<file path="config.mk">
export PLATFORM = sky130hd
export DESIGN_NAME = ray_dispatcher
export DESIGN_NICKNAME = d
export VERILOG_FILES = /design/src/rtl/ray_pkg.sv /design/src/rtl/ray_dispatch_arb.sv /design/src/rtl/ray_dispatcher.sv
export SDC_FILE = /design/constraint.sdc
export NUM_CORES = 1
export LEC_CHECK = 0
export ABC_AREA = 1
export BUFFER_PORTS_ARGS = -buffer_cell sky130_fd_sc_hd__buf_2
export CORE_MARGIN = 10
export CORE_UTILIZATION = 42
export DETAILED_ROUTE_END_ITERATION = 8
export PLACE_DENSITY_LB_ADDON = 0.25
export SETUP_SLACK_MARGIN = 0.2
export SLEW_MARGIN = 10
export SYNTH_ARGS = -nofsm -noshare
export SYNTH_HDL_FRONTEND = slang
export SYNTH_SLANG_ARGS = --single-unit
</file>
<file path="constraint.sdc">
create_clock -name clk -period 1.8 [get_ports clk]
set_input_delay 0.09 -clock clk [delete_from_list [all_inputs] [get_ports clk]]
set_output_delay 0.09 -clock clk [all_outputs]
set_load 0.005 [all_outputs]
</file>
<file path="src/rtl/ray_pkg.sv">
// Shared types and defaults for the frame-level ray dispatcher.
package ray_pkg;

    typedef enum logic [1:0] {
        IDLE  = 2'b00,
        ISSUE = 2'b01,
        DRAIN = 2'b10,
        DONE  = 2'b11
    } dispatch_state_t;

    localparam int SCREEN_W_DEFAULT = 640;

endpackage

</file>
<file path="src/rtl/ray_dispatch_arb.sv">
// Combinational lowest-index-first picker over the free ray units.
module ray_dispatch_arb #(
    parameter int NUM_UNITS = 2
) (
    input  logic [NUM_UNITS-1:0] busy_i,
    output logic [NUM_UNITS-1:0] grant_o,
    output logic                 found_o
);

    logic [NUM_UNITS-1:0] free;

    // Two's-complement trick isolates the lowest set bit of the free mask.
    assign free    = ~busy_i;
    assign grant_o = free & (~free + NUM_UNITS'(1));
    assign found_o = |free;

endmodule

</file>
<file path="src/rtl/ray_dispatcher.sv">
// Frame-level ray scheduler: issues column indices to free ray units and
// reports frame completion once every issued ray has retired.
module ray_dispatcher
    import ray_pkg::*;
#(
    parameter int NUM_UNITS = 2,
    parameter int SCREEN_W  = SCREEN_W_DEFAULT,
    parameter int IDX_W     = $clog2(SCREEN_W)
) (
    input  logic                 clk,
    input  logic                 reset,
    input  logic                 frame_start,
    input  logic                 continuous,
    input  logic [NUM_UNITS-1:0] unit_done,
    output logic [NUM_UNITS-1:0] issue_valid,
    output logic [IDX_W-1:0]     issue_index,
    output logic [NUM_UNITS-1:0] unit_busy,
    output logic                 busy,
    output logic                 frame_done
);

    localparam logic [IDX_W-1:0] LAST_IDX = IDX_W'(SCREEN_W - 1);

    dispatch_state_t      state_q, state_d;
    logic [IDX_W-1:0]     next_index_q, next_index_d;
    logic [NUM_UNITS-1:0] unit_busy_q, unit_busy_d;
    logic [NUM_UNITS-1:0] issue_valid_q, issue_valid_d;
    logic [IDX_W-1:0]     issue_index_q, issue_index_d;
    logic                 busy_q, frame_done_q;
    logic [NUM_UNITS-1:0] grant;
    logic                 found;

    // Selection looks only at pre-edge busy, so a unit retiring this cycle
    // cannot be re-issued until the following cycle.
    ray_dispatch_arb #(.NUM_UNITS(NUM_UNITS)) u_arb (
        .busy_i  (unit_busy_q),
        .grant_o (grant),
        .found_o (found)
    );

    always_comb begin
        // NOTE: every next-state signal gets a default first so no path infers a latch.
        state_d       = state_q;
        next_index_d  = next_index_q;
        issue_valid_d = '0;
        issue_index_d = issue_index_q;
        unit_busy_d   = unit_busy_q & ~unit_done;

        case (state_q)
            IDLE: begin
                next_index_d = '0;
                if (frame_start) state_d = ISSUE;
            end
            ISSUE: begin
                if (found) begin
                    issue_valid_d = grant;
                    issue_index_d = next_index_q;
                    unit_busy_d   = unit_busy_d | grant;
                    if (next_index_q == LAST_IDX) state_d = DRAIN;
                    else next_index_d = next_index_q + IDX_W'(1);
                end
            end
            DRAIN: begin
                if (unit_busy_q == '0) state_d = DONE;
            end
            DONE: begin
                next_index_d = '0;
                state_d      = continuous ? ISSUE : IDLE;
            end
            default: state_d = IDLE;
        endcase
    end

    // NOTE: all state updates use non-blocking assignments so every register samples pre-edge values.
    always_ff @(posedge clk or posedge reset) begin
        if (reset) begin
            state_q       <= IDLE;
            next_index_q  <= '0;
            unit_busy_q   <= '0;
            issue_valid_q <= '0;
            issue_index_q <= '0;
            busy_q        <= 1'b0;
            frame_done_q  <= 1'b0;
        end else begin
            state_q       <= state_d;
            next_index_q  <= next_index_d;
            unit_busy_q   <= unit_busy_d;
            issue_valid_q <= issue_valid_d;
            issue_index_q <= issue_index_d;
            busy_q        <= (state_d != IDLE);
            frame_done_q  <= (state_d == DONE);
        end
    end

    assign issue_valid = issue_valid_q;
    assign issue_index = issue_index_q;
    assign unit_busy   = unit_busy_q;
    assign busy        = busy_q;
    assign frame_done  = frame_done_q;

endmodule

</file>
# --- Word level (Yosys, flattened, before mapping) ---
# Cells that the tools add are included.
word_totals:
  regBits: 28
  inputBits: 6
  output_inout_bits: 16
  elab_cells: 43
op_classes:
  n_addsub: 2
  n_eq_ne: 7
  n_mux: 13
  bitwise_logic: 6
  n_reduce_logical: 8
ops:
  columns: ["op", "n"]
  rows:
  - ["10-bit two-way mux", 2]
  - ["10-bit case mux with 2 select lines", 1]
  - ["2-bit two-way mux", 8]
  - ["10-bit by 1-bit adder with 10-bit output, second input constant", 1]
  - ["10-bit == test, second input constant", 1]
  - ["2-bit case mux with 4 select lines", 1]
  - ["2-bit == test, second input constant", 3]
  - ["2-bit NOT", 3]
  - ["2-bit bitwise AND", 2]
  - ["2-bit zero test", 2]
  - ["2-bit inequality test, second input constant", 2]
  - ["2-bit nonzero test", 2]
  - ["2-bit OR reduction", 2]
  - ["3-bit AND reduction", 1]
  - ["2-bit by 1-bit adder with 2-bit output, second input constant", 1]
  - ["2-bit by 1-bit == test with 1-bit output, second input constant", 1]
  - ["2-bit OR", 1]
  - ["2-bit AND reduction", 1]
  - ["1-bit two-way mux", 1]

# --- Logic depth before layout (Yosys ltp) ---
logic_depth:
  depth_word: 7
  depth_mapped: 9
  mapped_depth_nobuf: 9

# --- Hierarchy ---
# A second synthesis with hierarchy kept.
hier_totals:
  hier_cells: 172
  hier_area_um2: 1406.3
modules_own_cells:
  columns: ["module", "n_inst", "cells_per_inst", "area_each_um2", "seq_area_each_um2"]
  rows:
  - ["ray_dispatcher", 1, 169, 1392.6, 700.7]
  - ["ray_dispatch_arb", 1, 3, 13.8, 0.0]

# --- Worst setup path after synthesis ---
# Ideal clock, no wire load.
synth_path:
  path_type: "register -> register"
  from: "register next_index_q[0]"
  to: "register next_index_q[8]"
  setup_time_ns: 0.118
  arrival_ns: 1.305
  t_required_ns: 1.682
  setup_slack_ns: 0.378
  stages_incl_launch_ff: 9
  path_buffers: 1
  synth_period_minus_slack_ns: 1.422
  cell_sequence: "dfrtp_1 ha_1 nand2_1 nor2_4 a21boi_2 o21ai_4 buf_6 nand2_2 o21ai_2"
synth_between:
  elab_chain_cells: 4
  word_cells_on_any_way: 7
  cone_classes: "add/sub: 1; eq/ne: 2; mux: 3; reduce/logical: 1"
synth_rtl:
  columns: ["element", "line", "source"]
  rows:
  - ["start, declared", "ray_dispatcher.sv:25", "logic [IDX_W-1:0] next_index_q, next_index_d;"]
  - ["start signal, assigned", "ray_dispatcher.sv:86", "next_index_q <= next_index_d;"]
  - ["10-bit by 1-bit adder with 10-bit output", "ray_dispatcher.sv:60", "else next_index_d = next_index_q + IDX_W'(1);"]
  - ["10-bit two-way mux", "ray_dispatcher.sv:59", "if (next_index_q == LAST_IDX) state_d = DRAIN;"]
  - ["10-bit two-way mux", "ray_dispatcher.sv:55", "if (found) begin"]
  - ["10-bit case mux with 2 select lines", "ray_dispatcher.sv:49", "case (state_q)"]
# Several ways; a longest one is shown, not always the timed one. The select of a mux whose other input is x is not followed.
# A chain may end at the register's enable or synchronous reset.

# --- Final worst setup path ---
layout_path:
  from: "register state_q[1]"
  to: "register issue_index_q[4] (netlist: issue_index[4])"
layout_between:
  elab_chain_cells: 2
layout_rtl:
  columns: ["element", "line", "source"]
  rows:
  - ["start, declared", "ray_dispatcher.sv:24", "dispatch_state_t state_q, state_d;"]
  - ["start signal, assigned", "ray_dispatcher.sv:85", "state_q <= state_d;"]
  - ["2-bit by 1-bit == test with 1-bit output", "ray_dispatcher.sv:49", null]
  - ["2-bit AND reduction (no line)", null, null]
  - ["end signal, assigned", "ray_dispatcher.sv:89", "issue_index_q <= issue_index_d;"]
  - ["end, declared", "ray_dispatcher.sv:28", "logic [IDX_W-1:0] issue_index_q, issue_index_d;"]
# No other way between the ends.

==> impl_metrics.ini <==
[critical_path]
worst_setup_path_end_kind = register
cp.arrival_ns = 1.72
path_cells = inv_1, ha_1, nand2_1, o21ai_0
cp-start-kind = register
path_class = register to register
cpMaxStageDelayCell = dfrtp_1
cp.required_ns = 2.05
crit_path_max_incr_delay_ns = 0.44
cp_max_fo = 20

[power]
powerDensity_nw_per_um2 = 1180
internal_power_mw = 1.26
p_seq_share_pct = 43.6
ir_drop_mv = 1.09
clkPwrFrac_pct = 20.7
p_leak_nw = 0.833
netSwitchingFraction_pct = 36.6
switchingPower_uw = 727
pwr-share-comb_pct = 35.7

[sta]
holdWs_ns = 0.0771
fin_tns_setup_ns = 0
fmax_mhz = 682
rsz0062_at_grt = false
slew_viol_final = 0
final.min_clock_period_ns = 1.47
skew_ns = 0.00861
timing.final.crit_share_pct = 81.5
relSlewSlack_pct = 66.6
worst_pin_slew_ns = 0.500
setup_violations = 0
hold_viol_final = 0

[route]
wl_um = 2760
wl_per_cell_um = 11.8
drt_iter0_drc = 60
num_vias = 1138
postRouteAntennaNets = 0
firstDrtPassIters = 4
route.detailed.drc = 0
via_per_inst = 4.86

[synthesis]
avgSynthCellArea_um2 = 8.73
synth_warnings = 0
yosysMostFrequentCell = nand2_1
synth_top_cell_by_area = dfrtp_1
netlist_area_um2 = 1410
ys.flop_type = dfrtp_1
synth_nets = 173
synth_top_area_share_pct = 49.6
seq_area_frac_synth_pct = 49.6
async_flop_share_pct = 100
synth_edf_count = 0
synth_common_cells = nand2_1 (43), dfrtp_1 (28), inv_1 (20), nand3_1 (18), o21ai_0 (14)
synthDistinctLibCells = 24
synth-seq-cells = 28
synthTopCellsByArea = dfrtp_1 (50%), nand2_1 (11%), nand3_1 (6.4%), o21ai_2 (5.6%), inv_1 (5.3%)
synth_cells = 162

[floorplan]
initial_core_util_pct = 43.0
dieHeight_um = 78.0
core_area_um2 = 3280
die_w_um = 78.0
dieArea_um2 = 6090
io_pins = 22
rows = 21

[layout]
area.growth.synth_to_final_pct = 18.7
stdcell_count = 234
n_fill_cell = 320
final_area_um2 = 1680
fin_nets = 200
drive_gt1_share_pct = 24.5
diodes = 0

[grt]
grt_max_degree = 29
grt_pass1_wl_um = 4680
track_usage_pct = 9.14
grt_pass1_vias = 1030
grt_overflow = 0
grt_antenna_before_repair = 0

[clock_network]
clk_path_buf_depth = 2
clock_sinks = 28
tritoncts = built
clkLatencyLatePin_ns = 0.33
cts_root_buf = clkbuf_4
tritoncts.num_buffers = 3
htree_levels = 1
clkTransAtPathRegs_ns = 0.15

[place]
portBuffers = 21
placed_cells = 226
dpl_cell_area_um2 = 1570
dp_hpwl_um = 2100
gp_congestion = 0.825

[outcome]
outcome = finished, final reports clean

[run]
cap_violations = 0

[min_path]
hold_path.class = primary input to register
[stage by stage]
stage	power, mW	setup WS [ns]	utilization (%)
2_1_floorplan	1.35	0.378	-
4_1_cts	1.97	0.203	50.3
3_3_place_gp	1.52	0.272	47.8
5_1_grt	2.13	0.204	51.1
3_5_place_dp	1.55	0.229	47.8
6_report	1.99	0.334	51.1
[worst paths after layout]
path | startpoint | endpoint | slack, ns | depth (start not counted)
setup / recovery | state_q[1] | issue_index[4] | 0.33 | 4
hold reg to reg | issue_index[8] | issue_index[8] | 0.50 | 2
max in group asynchronous | reset | next_index_q[1] | 1.18 | 4
hold / removal | frame_start | state_q[1] | 0.08 | 4
setup reg to reg | state_q[1] | issue_index[4] | 0.33 | 4
min in group asynchronous | reset | issue_index[8] | 0.33 | 4
[cell families after synthesis]
| group | share of synthesized area, % |
|---|---|
| DFF | 49.6 |
| and+or+nand+nor | 23.3 |
| buffers and inverters | 7.70 |
| muxes | 0.708 |
| adders and majority gates | 4.42 |
| AOI/OAI and AO/OA | 14.3 |
[sequential cells by signal, indices dropped and copies added, names as in the netlist]
| name | flops |
|---|---|
| busy | 1 |
| frame_done | 1 |
| issue_index | 10 |
| issue_valid | 2 |
| next_index_q | 10 |
| state_q | 2 |
| unit_busy | 2 |
[cells in the final DEF, fill, tap and decap left out, types with 2 or more instances in the layout]
cell,count
dlygate4sd3_1,3
nor3_1,2
o21ai_0,14
nand3_1,18
buf_4,2
o21ai_2,9
ha_1,4
nor2_1,4
nand2_1,43
nand4_1,3
inv_1,20
clkbuf_4,3
dfrtp_1,27
buf_2,21
[layer usage]
metal  wire length, um  vias up  part of all wire [%]  GRT usage [%]
met2              1350       15                    49           14.8
met3               137        5                   5.0           3.42
met5                 0        -                     0              0
met1              1250      536                    45           11.1
li1                  -      582                     -              -
met4                32        0                   1.2           2.69
[power by group through the flow]
stage	Clock, mW	Combinational, mW	Sequential (mW)
detailed placement	0	0.673	0.877
floorplan	0	0.489	0.865
global route	0.444	0.803	0.884
finish	0.411	0.709	0.866
global placement	0	0.659	0.865
CTS	0.421	0.681	0.866
[final cells by class]
class	instances	area, um2	area share [%]
well taps	46	57.6	3.43
clock buffers	3	22.5	1.34
clock inverters	1	30.0	1.79
multi-input cells	109	621	37.0
inverters	20	75.1	4.47
flip-flops and latches	28	702	41.8
repair buffers	27	170	10.1
[repair_timing]
item                       in CTS  in global routing
setup endpoints to repair       0                 14
resized for setup               0                  4
setup buffers                   0                  1
hold buffers                    3                  0
hold endpoints to repair       30                  0
[critical path, delay by kind of cell (launching register included)]
kind                     cells  cell delay, ns
buffers and inverters        1            0.11
flip-flops                   1            0.44
AND/OR/NAND/NOR              1            0.32
adder cells (fa/ha/maj)      1            0.21
AO/OA/AOI/OAI                1            0.30
No activity file was read; power rests on OpenSTA's default activity.
